`src/rtl/ascon_permutation.sv`:
```
// ****************************************************************************
// * ascon_permutation -- iterative ASCON p^a/p^b core, UNROLL rounds/clock
// * Optional: ASCON_PERM_ABORT_EN adds an abort input.   Rev 1.0
// ****************************************************************************
`default_nettype none

module ascon_permutation #(
   parameter int UNROLL = 1
) (
   input  logic         clk,
   input  logic         rst_n,
`ifdef ASCON_PERM_ABORT_EN
   input  logic         abort,
`endif
   input  logic         in_valid,
   output logic         in_ready,
   input  logic [319:0] state_in,
   input  logic [3:0]   nr,
   output logic         out_valid,
   input  logic         out_ready,
   output logic [319:0] state_out
);

   generate
      if (UNROLL != 1 && UNROLL != 2) begin : g_bad_unroll
         $error("ascon_permutation: UNROLL must be 1 or 2");
      end
   endgenerate

   localparam logic [3:0] STEP = 4'(UNROLL);

   typedef enum logic [1:0] {IDLE, RUN, DONE} state_e;

   state_e         fsm_q, fsm_d;
   logic [319:0]   st_q, st_d;
   logic [3:0]     rnd_q, rnd_d;
   logic [319:0]   round_out;

   function automatic logic [319:0] ascon_round(input logic [319:0] s, input logic [3:0] i);
      logic [63:0] x0, x1, x2, x3, x4;
      logic [63:0] t0, t1, t2, t3, t4;
      x0 = s[319:256];
      x1 = s[255:192];
      x2 = s[191:128] ^ {56'd0, 4'hF - i, i};
      x3 = s[127:64];
      x4 = s[63:0];
      // bit-sliced S-box across all 64 columns
      x0 = x0 ^ x4;  x4 = x4 ^ x3;  x2 = x2 ^ x1;
      t0 = ~x0 & x1; t1 = ~x1 & x2; t2 = ~x2 & x3; t3 = ~x3 & x4; t4 = ~x4 & x0;
      x0 = x0 ^ t1;  x1 = x1 ^ t2;  x2 = x2 ^ t3;  x3 = x3 ^ t4;  x4 = x4 ^ t0;
      x1 = x1 ^ x0;  x0 = x0 ^ x4;  x3 = x3 ^ x2;  x2 = ~x2;
      x0 = x0 ^ {x0[18:0], x0[63:19]} ^ {x0[27:0], x0[63:28]};
      x1 = x1 ^ {x1[60:0], x1[63:61]} ^ {x1[38:0], x1[63:39]};
      x2 = x2 ^ {x2[0],    x2[63:1]}  ^ {x2[5:0],  x2[63:6]};
      x3 = x3 ^ {x3[9:0],  x3[63:10]} ^ {x3[16:0], x3[63:17]};
      x4 = x4 ^ {x4[6:0],  x4[63:7]}  ^ {x4[40:0], x4[63:41]};
      return {x0, x1, x2, x3, x4};
   endfunction

   generate
      if (UNROLL == 2) begin : g_unroll2
         assign round_out = ascon_round(ascon_round(st_q, rnd_q), rnd_q + 4'd1);
      end else begin : g_unroll1
         assign round_out = ascon_round(st_q, rnd_q);
      end
   endgenerate

   always_comb begin
      fsm_d = fsm_q;
      st_d  = st_q;
      rnd_d = rnd_q;
      unique case (fsm_q)
         IDLE: begin
            if (in_valid) begin
               st_d  = state_in;
               fsm_d = RUN;
               // unsupported round counts fall back to the full p^12
               case (nr)
                  4'd6:    rnd_d = 4'd6;
                  4'd8:    rnd_d = 4'd4;
                  default: rnd_d = 4'd0;
               endcase
            end
         end
         RUN: begin
            st_d  = round_out;
            rnd_d = rnd_q + STEP;
            if (rnd_q + STEP == 4'd12) fsm_d = DONE;
         end
         DONE: begin
            if (out_ready) fsm_d = IDLE;
         end
         default: fsm_d = IDLE;
      endcase
`ifdef ASCON_PERM_ABORT_EN
      if (abort) begin
         fsm_d = IDLE;
         st_d  = '0;
         rnd_d = '0;
      end
`endif
   end

   always_ff @(posedge clk or negedge rst_n) begin
      if (!rst_n) begin
         fsm_q <= IDLE;
         st_q  <= '0;
         rnd_q <= '0;
      end else begin
         fsm_q <= fsm_d;
         st_q  <= st_d;
         rnd_q <= rnd_d;
      end
   end

   assign in_ready  = (fsm_q == IDLE);
   assign out_valid = (fsm_q == DONE);
   assign state_out = st_q;

endmodule

`default_nettype wire

```
`config.mk`:
```
export PLATFORM = sky130hd
export DESIGN_NAME = ascon_permutation
export DESIGN_NICKNAME = d
export VERILOG_FILES = /design/src/rtl/ascon_permutation.sv
export SDC_FILE = /design/constraint.sdc
export NUM_CORES = 1
export LEC_CHECK = 0
export CORE_AREA = 2 2 344 261
export DETAILED_ROUTE_END_ITERATION = 7
export DIE_AREA = 0 0 346 263
export SETUP_SLACK_MARGIN = 0.5
export SLEW_MARGIN = 20
export SYNTH_ARGS = -nofsm -noshare
export SYNTH_HDL_FRONTEND = slang
export SYNTH_SLANG_ARGS = --single-unit
```
`constraint.sdc`:
```
create_clock -name clk -period 2 [get_ports clk]
set_input_delay 0.4 -clock clk [delete_from_list [all_inputs] [get_ports clk]]
set_output_delay 0.4 -clock clk [all_outputs]
set_load 0.01 [all_outputs]
```
==> flow_metrics.py <==
metrics = {
    "status": {
        "status": "complete, but fails checks",
        "violations": "negative setup slack",
    },
    "global_route": {
        "grt_pass1_wl_mm": 254,
        "grt_pass1_vias": 33086,
        "grt_max_degree": 83,
        "antenna_found_initial": 4,
        "track_usage_pct": 39.7,
        "grt-ovfl-total": 0,
    },
    "drt": {
        "wirelength_mm": 192,
        "vias_per_cell": 5.51,
        "drc": 0,
        "drtAntennaViolNets": 0,
        "dr_total_vias": 34448,
        "wl_per_cell_um": 30.7,
        "first_iter_violations": 3693,
        "drtPass1Iterations": 5,
    },
    "min_path": {
        "hold_path_class": "input pin to asynchronous set/reset pin",
    },
    "sta": {
        "tns_ns": -7.15,
        "maxSlewViolCount": 0,
        "slew-limit-headroom_pct": 52.3,
        "post-route-period-util_pct": 111,
        "setup_ws_ns": -0.229,
        "rsz0062_at_grt": "true",
        "fin_skew_ns": 0.0236,
        "fmax_mhz": 449,
        "worstMarginPinSlew_ns": 0.716,
        "finalSetupViolCount": 136,
        "period_needed_ns": 2.23,
        "hold_viol": 0,
    },
    "synth": {
        "yosysTopAreaCell": "dfrtp_1",
        "synth_top_area_share_pct": 26.8,
        "syn_avg_cell_area_um2": 10.4,
        "synthCells": 2928,
        "synthArstFlopShare_pct": 100,
        "yosysSeqAreaShare_pct": 26.8,
        "ys_ff_latch": 326,
        "synth_area_um2": 30400,
        "yosysWarnings": 0,
        "syn_nets": 3385,
        "synth_area_leaders": "dfrtp_1, xnor3_1, xnor2_1",
        "synth.distinct_cells": 40,
        "synth_flop_cell": "dfrtp_1",
        "synth_edf_count": 0,
    },
    "finish": {
        "nNetsFinal": 5527,
        "area_delta_synth_final_pct": 107,
        "drive_gt1_share_pct": 61.9,
        "layoutNonFillerInstCount": 6257,
        "mostFrequentLayoutCell": "buf_6",
        "final_cell_mix": "buf_6, buf_4, clkdlybuf4s50_1, dfrtp_1, xnor2_2",
    },
    "setup_path": {
        "crit_fanout": 3,
        "reg2reg_slack_ns": -0.23,
        "start_kind": "register",
        "required_ns": 2.54,
        "cp-end-kind": "register",
        "crit_type": "register to register",
        "arrival_ns": 2.77,
    },
    "die": {
        "placementRows": 94,
        "core_um2": 87300,
        "die_width_um": 346,
        "start_util_pct": 34.8,
        "die-area_um2": 91000,
        "die_y_um": 263,
        "io_pins": 650,
    },
    "clocking": {
        "insertion_delay_ns": 0.62,
        "cts-root-buf": "clkbuf_16",
        "cts_made_buffers": 43,
        "cts.sinks": 326,
        "clk_pin_slew_worst_paths_ns": 0.07,
        "cts_tree": "done",
        "h-tree-depth": 2,
        "clock_path_buffers": 3,
    },
    "placed_design": {
        "dpl.hpwl_mm": 147,
        "dp_slack_ns": -0.657,
        "port_buffers": 649,
        "gp_congestion": 1.09,
        "dpl.cell_count": 5546,
    },
    "run": {
        "drv_cap": 0,
    },
}
==> sequential cells by signal (all words and copies together), names as in the netlist <==
name	count
rnd_q	4
state_out	320
fsm_q	2
==> critical path, stage by stage, from the launching register on <==
cell     delay [ns]
dfrtp_2        0.46
buf_6          0.14
ha_4           0.25
xor2_4         0.16
xnor2_2        0.25
buf_6          0.18
buf_6          0.11
xor3_1         0.28
buf_6          0.18
o21ai_2        0.13
==> cell families after synthesis <==
| logic type | synth area share [%] |
|---|---|
| fa+ha+maj | 7.50 |
| buf+inv | 4.14 |
| simple gates | 7.54 |
| flops | 26.8 |
| mux | 2.11 |
| xor+xnor | 40.3 |
| compound gates | 11.5 |
==> final cells by class <==
cell class              count  area [um2]
diodes                      2        5.00
clock buffers              65        1300
clock inverters            13         168
fillers                  5739       24400
inverters                 192         743
multi-input cells        2278       28300
flip-flops and latches    326        8330
well taps                1152        1440
repair buffers           2229       22600
==> cells in the mapped netlist (all sizes together), types with 3 or more instances <==
cell type and n:
nand3 32, xor2 223, mux2i 64, xnor2 426, nand2 124, a221o 10
o21ai 283, o211a 3, maj3 63, a211oi 47, xnor3 250, nor2b 14
xor3 6, a21o 19, clkbuf 97, inv 192, o221ai 27, and3 123
nor2 204, a22oi 37, dfrtp 326, ha 129, buf 36, a21oi 183
==> worst paths after layout <==
| path | startpoint | endpoint | cells past startpoint |
|---|---|---|---|
| max in group asynchronous | rst_n | state_out[17] | 3 |
| max | state_out[54] | state_out[310] | 9 |
| min in group clk | out_ready | fsm_q[1] | 3 |
| max reg2reg | state_out[54] | state_out[310] | 9 |
| min | rst_n | state_out[176] | 2 |
| min reg2reg | state_out[41] | state_out[41] | 3 |
==> routing by layer <==
layer	share of wire [%]	global-route usage [%]	vias up	wire length [um]
met3	12	12.5	505	23400
met2	44	60.2	2227	84100
met1	38	52.5	17451	73200
li1	-	-	14257	-
met4	5.8	16.5	8	11200
met5	0.070	0	-	135
==> stage by stage <==
step	instance area (um2)	hold slack, ns	util (%)
3_5_place_dp	48900	0.432	56.1
5_1_grt	62900	0.409	72.1
3_3_place_gp	48900	0.428	56.1
4_1_cts	58200	0.371	66.6
6_report	62900	0.380	72.1
2_1_floorplan	33200	0.104	-
==> timing repair <==
item                                    4_1_cts  5_1_grt
hold endpoints to repair                     35        0
cloned                                        2        1
endpoints found under the setup margin      645      645
gates resized for setup                    2525      658
pin swaps                                   384      464
setup buffers                               427      200
hold buffers                                  1        0
Power is left out: the tool's default activity adds up to more than one toggle a clock period on the data nets, which glitch-free logic cannot reach.
